$ cat config.mk
export PLATFORM = sky130hd
export DESIGN_NAME = bin_to_bcd_converter
export DESIGN_NICKNAME = d
export VERILOG_FILES = /design/src/rtl/freq_counter_pkg.sv /design/src/rtl/bcd_digit_adjust.sv /design/src/rtl/bin_to_bcd_converter.sv
export SDC_FILE = /design/constraint.sdc
export NUM_CORES = 1
export LEC_CHECK = 0
export CORE_MARGIN = 2
export CORE_UTILIZATION = 58
export CTS_CLUSTER_DIAMETER = 100
export DETAILED_ROUTE_END_ITERATION = 6
export HOLD_SLACK_MARGIN = 0.15
export PLACE_DENSITY = 0.92
export RECOVER_POWER = 100
export SYNTH_ARGS = -nofsm -noshare
export SYNTH_HDL_FRONTEND = slang
export SYNTH_SLANG_ARGS = --single-unit
$ cat constraint.sdc
create_clock -name clk -period 2.4 [get_ports clk]
set_clock_uncertainty 0.15 [all_clocks]
set_input_delay 0.48 -clock clk [delete_from_list [all_inputs] [get_ports clk]]
set_output_delay 0.48 -clock clk [all_outputs]
set_load 0.02 [all_outputs]
$ cat src/rtl/freq_counter_pkg.sv
// Shared types and default sizes for the frequency counter's binary-to-BCD path.
package freq_counter_pkg;

  typedef logic [3:0] BcdDigit;

  typedef enum logic [1:0] {
    IDLE  = 2'd0,
    SHIFT = 2'd1,
    DONE  = 2'd2
  } BcdConvState;

  localparam int DEFAULT_BIN_WIDTH = 27;
  localparam int DEFAULT_DIGITS    = 8;

endpackage

$ cat src/rtl/bcd_digit_adjust.sv
// Double-dabble digit correction: a digit of 5 or more gets +3 so that the
// following left shift carries correctly into the next digit.
import freq_counter_pkg::*;

module bcd_digit_adjust (
  input  BcdDigit digit_in,
  output BcdDigit digit_out
);

  assign digit_out = (digit_in >= BcdDigit'(5)) ? digit_in + BcdDigit'(3) : digit_in;

endmodule

$ cat src/rtl/bin_to_bcd_converter.sv
// Sequential shift-add-3 binary to packed BCD converter, one input bit per clock.
// Optional leading-zero blanking flags are enabled with BCD_LEADING_ZERO_BLANK_EN.
//
// state | meaning
// IDLE  | waiting for start; outputs hold the last result
// SHIFT | adjusting digits and shifting one binary bit into the BCD field per cycle
// DONE  | loading result registers; done pulses in the following cycle
import freq_counter_pkg::*;

module bin_to_bcd_converter #(
  parameter int BIN_WIDTH = DEFAULT_BIN_WIDTH,
  parameter int DIGITS    = DEFAULT_DIGITS
) (
  input  logic                  clk,
  input  logic                  rst_n,
  input  logic                  start,
  input  logic [BIN_WIDTH-1:0]  binary,
  output logic                  busy,
  output logic                  done,
  output logic [DIGITS*4-1:0]   bcd,
  output logic                  overflow,
  output logic [DIGITS-1:0]     blank
);

  localparam int WORK_W = DIGITS * 4 + BIN_WIDTH;
  localparam int CNT_W  = $clog2(BIN_WIDTH + 1);

  BcdConvState          state_q, state_d;
  logic [CNT_W-1:0]     cnt_q, cnt_d;
  logic [WORK_W-1:0]    work_q, work_d;
  logic                 ovf_acc_q, ovf_acc_d;
  logic                 done_q, done_d;
  logic [DIGITS*4-1:0]  bcd_q, bcd_d;
  logic                 ovf_q, ovf_d;
  logic [DIGITS-1:0]    blank_q, blank_d;
  logic [DIGITS*4-1:0]  adj_bcd;
  logic [WORK_W-1:0]    adj_work;
  logic [DIGITS-1:0]    blank_calc;

  for (genvar i = 0; i < DIGITS; i++) begin : g_adjust
    bcd_digit_adjust u_adjust (
      .digit_in  (work_q[BIN_WIDTH + 4*i +: 4]),
      .digit_out (adj_bcd[4*i +: 4])
    );
  end

  assign adj_work = {adj_bcd, work_q[BIN_WIDTH-1:0]};

`ifdef BCD_LEADING_ZERO_BLANK_EN
  // Walk down from the top digit; a digit is blank while every digit above it is zero.
  always_comb begin : p_blank
    logic zero_run;
    zero_run   = 1'b1;
    blank_calc = '0;
    for (int i = DIGITS - 1; i >= 1; i--) begin
      zero_run      = zero_run & (work_q[BIN_WIDTH + 4*i +: 4] == 4'd0);
      blank_calc[i] = zero_run;
    end
  end
`else
  assign blank_calc = '0;
`endif

  always_comb begin
    state_d   = state_q;
    cnt_d     = cnt_q;
    work_d    = work_q;
    ovf_acc_d = ovf_acc_q;
    done_d    = 1'b0;
    bcd_d     = bcd_q;
    ovf_d     = ovf_q;
    blank_d   = blank_q;
    unique case (state_q)
      IDLE: begin
        if (start) begin
          state_d   = SHIFT;
          work_d    = {{(DIGITS*4){1'b0}}, binary};
          cnt_d     = '0;
          ovf_acc_d = 1'b0;
        end
      end
      SHIFT: begin
        work_d = {adj_work[WORK_W-2:0], 1'b0};
        if (adj_work[WORK_W-1]) ovf_acc_d = 1'b1;
        cnt_d = cnt_q + CNT_W'(1);
        if (cnt_q == CNT_W'(BIN_WIDTH - 1)) state_d = DONE;
      end
      DONE: begin
        done_d  = 1'b1;
        state_d = IDLE;
        if (ovf_acc_q) begin
          bcd_d   = {DIGITS{4'h9}};
          ovf_d   = 1'b1;
          blank_d = '0;
        end else begin
          bcd_d   = work_q[WORK_W-1:BIN_WIDTH];
          ovf_d   = 1'b0;
          blank_d = blank_calc;
        end
      end
      default: state_d = IDLE;
    endcase
  end

  always_ff @(posedge clk or negedge rst_n) begin
    if (!rst_n) begin
      state_q   <= IDLE;
      cnt_q     <= '0;
      work_q    <= '0;
      ovf_acc_q <= 1'b0;
      done_q    <= 1'b0;
      bcd_q     <= '0;
      ovf_q     <= 1'b0;
      blank_q   <= '0;
    end else begin
      state_q   <= state_d;
      cnt_q     <= cnt_d;
      work_q    <= work_d;
      ovf_acc_q <= ovf_acc_d;
      done_q    <= done_d;
      bcd_q     <= bcd_d;
      ovf_q     <= ovf_d;
      blank_q   <= blank_d;
    end
  end

  assign busy     = (state_q != IDLE);
  assign done     = done_q;
  assign bcd      = bcd_q;
  assign overflow = ovf_q;
  assign blank    = blank_q;

endmodule

# Word level (Yosys, flattened, before mapping)
# Cells that the tools add are included.
[word_totals]
regBits = 101
in_bits = 30
out_inout_bits = 43
wordCells = 57
[op_classes]
n_addsub = 9
magnitude_cmp = 8
eq_ne = 6
n_mux = 21
reduce_logical = 6
[ops]
columns = ["operator", "count"]
rows = [
  ["59-bit one-hot mux with 2 select lines", 1],
  ["59-bit 2-to-1 mux", 1],
  ["4-bit by 2-bit adder with 4-bit output, second input constant", 8],
  ["4-bit by 3-bit greater-or-equal comparator with 1-bit output, second input constant", 8],
  ["32-bit 2-to-1 mux", 1],
  ["4-bit 2-to-1 mux", 8],
  ["5-bit one-hot mux with 2 select lines", 1],
  ["5-bit by 1-bit adder with 5-bit output, second input constant", 1],
  ["5-bit equality test, second input constant", 1],
  ["5-bit 2-to-1 mux", 1],
  ["1-bit 2-to-1 mux", 4],
  ["2-bit 2-to-1 mux", 2],
  ["2-bit inequality test, second input constant", 2],
  ["2-bit one-hot mux with 2 select lines", 1],
  ["2-bit AND reduction", 2],
  ["2-bit nonzero test", 2],
  ["3-bit AND reduction", 1],
  ["2-bit by 1-bit equality test with 1-bit output, second input constant", 1],
  ["2-bit equality test, second input constant", 1],
  ["2-bit zero test", 1],
  ["2-bit by 1-bit inequality test with 1-bit output, second input constant", 1],
  ["1-bit one-hot mux with 2 select lines", 1],
]

# Longest topological paths before layout
[logic_depth]
word_depth = 4
ltp_mapped = 6
mapped_depth_nobuf = 6

# By module
# From an unflattened synthesis, not the netlist that was laid out.
[hier_totals]
cells_unflattened = 506
hier_area_um2 = 4997.3
[modules_own_cells]
columns = ["module", "instances", "cells_per_inst", "area_each_um2", "seq_area_each_um2"]
rows = [
  ["bin_to_bcd_converter", 1, 378, 4186.5, 2527.4],
  ["bcd_digit_adjust", 8, 16, 101.3, 0.0],
]

# Worst setup path before layout
# No wires, ideal clock.
[synth_path]
path_type = "register -> output"
start = "reg state_q[0]"
end = "out busy"
arrival_time_ns = 1.052
required_ns = 1.770
setup_slack_ns = 0.718
stages_incl_launch_ff = 4
n_path_buf = 2
cell_sequence = "dfrtp_1 > buf_4 > buf_2 > or2_2"
[synth_via]
elab_chain_len = 1
[synth_lines]
columns = ["item", "line", "source"]
rows = [
  ["start, declared", "bin_to_bcd_converter.sv:28", "BcdConvState state_q, state_d;"],
  ["start signal, assigned", "bin_to_bcd_converter.sv:116", "state_q <= state_d;"],
  ["2-bit nonzero test", "bin_to_bcd_converter.sv:127", "assign busy = (state_q != IDLE);"],
  ["end, declared", "bin_to_bcd_converter.sv:18", "output logic busy,"],
]
# No other way between the ends.

# Worst setup path after layout
[layout_path]
start = "reg state_q[1]"
end = "out busy"
# Same word-level chain as after synthesis.

==> results.txt <==
The flow ran to the end, and the final reports show no timing, DRC or antenna violations. The H-tree generated during clock tree synthesis spans 3 levels. The total overflow left after global routing is 0.

Counting flops with a built-in enable in the synthesized netlist gives 0. Share of synthesized flip-flops with an asynchronous set or reset: 1.00. The maximum number of pins on one net before global-route repair is 72. Data arrives at the worst endpoint at 1.62 ns.

After layout, the minimum clock period comes to 2.25 ns. The number of DRC markers after the initial detailed-route iteration is 272, and the number of clock sinks seen by CTS is 101. The die is 95.3 um tall. The core area came out at 8130 um^2. The path class of the tightest hold or removal check is reg2reg. Counting the fill cells in the layout gives 598.

Counting distinct cell types in the post-synthesis netlist gives 35. After layout, the design draws a total of 6.14 mW. The mean routed wirelength per cell works out to 15.5 um. The most instantiated flip-flop cell in the synthesis netlist was sky130_fd_sc_hd__dfrtp_1. For the initial antenna violation count, the log shows 0.

In the routed design, unresolved DRC markers number 0. The tools report the share of the core filled with cells in the final layout as 0.693. Setup violations remaining at the end of the flow were counted as 0. The maximum VDD drop is 565 uV, and the number of detailed-routing iterations run before antenna repair is 7. Yosys printed 0 warnings. Global-route wire length before repair: 16.8 mm.

Of all nets on the critical path, the largest fanout is 2. The leakage dissipation was 2.46 nW; the post-route setup TNS was 0 ns. The number of rows in the core area was 33; the number of nets with antenna violations after routing was 0. The total track usage came out at 0.239.

Buffers placed on the I/O ports in this run total 64. Post-CTS repair changed the size of 0 cells. The run gives 0 as the antenna diode count. The library cells used most frequently in the layout, excluding fill and tap cells, are 101 x sky130_fd_sc_hd__dfrtp_1, 73 x sky130_fd_sc_hd__nand2_1, 62 x sky130_fd_sc_hd__o21ai_0. Setup repair after global routing left no endpoint under its margin. The wire-length estimate of the detail-placed layout is 6.90 mm.

The vias per cell was 5.84; the initial core utilization was 0.594. Once placement finished, the instance area stood at 5510 um^2. The worst setup path category was reg2out.

The tools report the number of global-route vias before repair as 3,585. STA classifies the critical path endpoint as an output port. For this block, the routed nets add up to 10.0 mm of wire.

The run gives 4830 um^2 as the mapped cell area. Synthesis inferred 101 register bits. From left edge to right edge, the die measures 95.3 um.

The number of hold violations in the final report was 0; the worst slew slack as a fraction of its limit was 0.495. The final layout contains 582 nets. After clock tree synthesis, the clock-pin slew on the worst setup and hold paths is 0.10 ns.

The tools report the post-route standard cell area excluding fillers as 5640 um^2. Category of the worst setup path launch point: a register. A synthesized cell averages 10.2 um^2.

The power per unit of standard cell area was 1090 nW/um^2; the smallest setup slack after layout was 0.154 ns. For the worst setup path, the data required time is 1.77 ns. The reg2reg setup slack came out at 0.30 ns. The cell count after synthesis came out at 476. The tools report the pre-CTS setup slack as 0.343 ns.

The proportion of layout cells with a drive suffix above 1 was 0.0705. Most frequent standard cell in the layout excluding fill and tap cells: sky130_fd_sc_hd__dfrtp_1. During I/O placement, the number of pins put on the boundary was 73. The detailed router placed 3,764 vias in this run. Clock tree synthesis inserted a total of 9 buffers. The tools report the die area as 9080 um^2.

The tools report the post-synthesis sequential area ratio as 0.523. The clock passes through at most 2 buffers. The achievable frequency is 0.445 GHz.

The number of buffers inserted by post-CTS setup repair was 0. The logs give 0 for the max-slew violation count and 0.804 for the routability congestion estimate from global placement. The cell at the root of the clock tree is sky130_fd_sc_hd__clkbuf_8.

Slew at the pin with the worst max-slew slack: 0.757 ns. The relative area change from synthesis to final layout is 16.7%, and the later-pin clock latency in the skew report is 0.37 ns. The number of violations of the max-capacitance limit was 0; the part of the cycle the worst path needs was 0.936.

TritonCTS built the clock tree.
==> registers in the layout (all words and copies together), names as in the netlist <==
name / count
bcd: 32
cnt_q: 5
done: 1
work_q: 59
ovf_acc_q: 1
state_q: 2
overflow: 1
==> cell usage after synthesis, types with 2 or more instances <==
master,number,area share
sky130_fd_sc_hd__o21ai_0,30,0.031
sky130_fd_sc_hd__dfrtp_1,101,0.52
sky130_fd_sc_hd__nor2_1,17,0.013
sky130_fd_sc_hd__buf_2,13,0.013
sky130_fd_sc_hd__a21oi_1,9,0.0093
sky130_fd_sc_hd__a22oi_1,26,0.040
sky130_fd_sc_hd__nand4_1,2,0.0026
sky130_fd_sc_hd__nand2_1,73,0.057
sky130_fd_sc_hd__nand3_1,12,0.012
sky130_fd_sc_hd__ha_1,18,0.047
sky130_fd_sc_hd__xor2_1,7,0.013
sky130_fd_sc_hd__o32ai_2,7,0.024
sky130_fd_sc_hd__xnor2_1,8,0.014
sky130_fd_sc_hd__buf_6,4,0.0093
sky130_fd_sc_hd__nand2b_1,19,0.025
sky130_fd_sc_hd__a32o_1,7,0.014
sky130_fd_sc_hd__inv_1,19,0.015
sky130_fd_sc_hd__buf_4,15,0.023
sky130_fd_sc_hd__o311ai_1,8,0.014
sky130_fd_sc_hd__o22ai_1,8,0.010
sky130_fd_sc_hd__o31ai_1,14,0.022
sky130_fd_sc_hd__o21ai_1,39,0.040
sky130_fd_sc_hd__clkbuf_1,8,0.0062
==> per-stage QoR <==
stage / hold slack, ns / cells
global placement: 0.290 / 627
global route: 0.371 / 644
floorplan: 0.0344 / 483
finish: 0.332 / 644
CTS: 0.343 / 644
detailed placement: 0.292 / 627
==> area by class of cell <==
cell class,count,area [um^2],area share
Multi-Input combinational cell,323,1980,0.352
Timing Repair Buffer,80,748,0.133
Clock inverter,6,51.3,0.00909
Tap cell,105,131,0.0233
Inverter,19,71.3,0.0126
Clock buffer,10,128,0.0226
Sequential cell,101,2530,0.448
==> power breakdown <==
part | leakage [nW] | internal, mW | total (mW) | switching, mW
Sequential | 1.24 | 2.22 | 2.67 | 0.449
Combinational | 1.12 | 1.04 | 2.47 | 1.43
Clock | 0.0936 | 0.396 | 1.01 | 0.609
Total | 2.46 | 3.66 | 6.14 | 2.48
==> cells by family after synthesis <==
group | Yosys count | share of synthesized area
multiplexers | 1 | 0.00233
other | 1 | 0.000776
AND/OR/NAND/NOR | 132 | 0.125
XOR/XNOR | 15 | 0.0272
buffers and inverters | 59 | 0.0670
adder cells (fa/ha/maj) | 18 | 0.0466
AO/OA/AOI/OAI | 149 | 0.208
flip-flops | 101 | 0.523
==> per-layer routing <==
metal,up-vias,track usage,part of all wire
met1,1850,0.331,0.44
met5,-,0,0
met4,0,0.0978,0.013
li1,1777,-,-
met3,11,0.0458,0.051
met2,126,0.371,0.50
==> final timing paths <==
| kind | from | end | depth (start not counted) |
|---|---|---|---|
| worst min-delay path | bcd[22] | bcd[22] | 2 |
| min in group asynchronous | rst_n | work_q[5] | 2 |
| worst min register to register | bcd[22] | bcd[22] | 2 |
| worst max-delay path | state_q[1] | busy | 2 |
| worst max register to register | state_q[0] | work_q[54] | 5 |
| max in group asynchronous | rst_n | work_q[54] | 3 |
==> critical path, stage by stage, from the launching register on <==
cell,delay (ns)
sky130_fd_sc_hd__dfrtp_1,0.38
sky130_fd_sc_hd__or2_2,0.32
sky130_fd_sc_hd__clkdlybuf4s50_1,0.54
==> repair_timing <==
item                       CTS  global route
hold buffers                 1             0
hold endpoints to repair    30             0
setup endpoints to repair    0             0
Power figures use the tool's default switching activity.
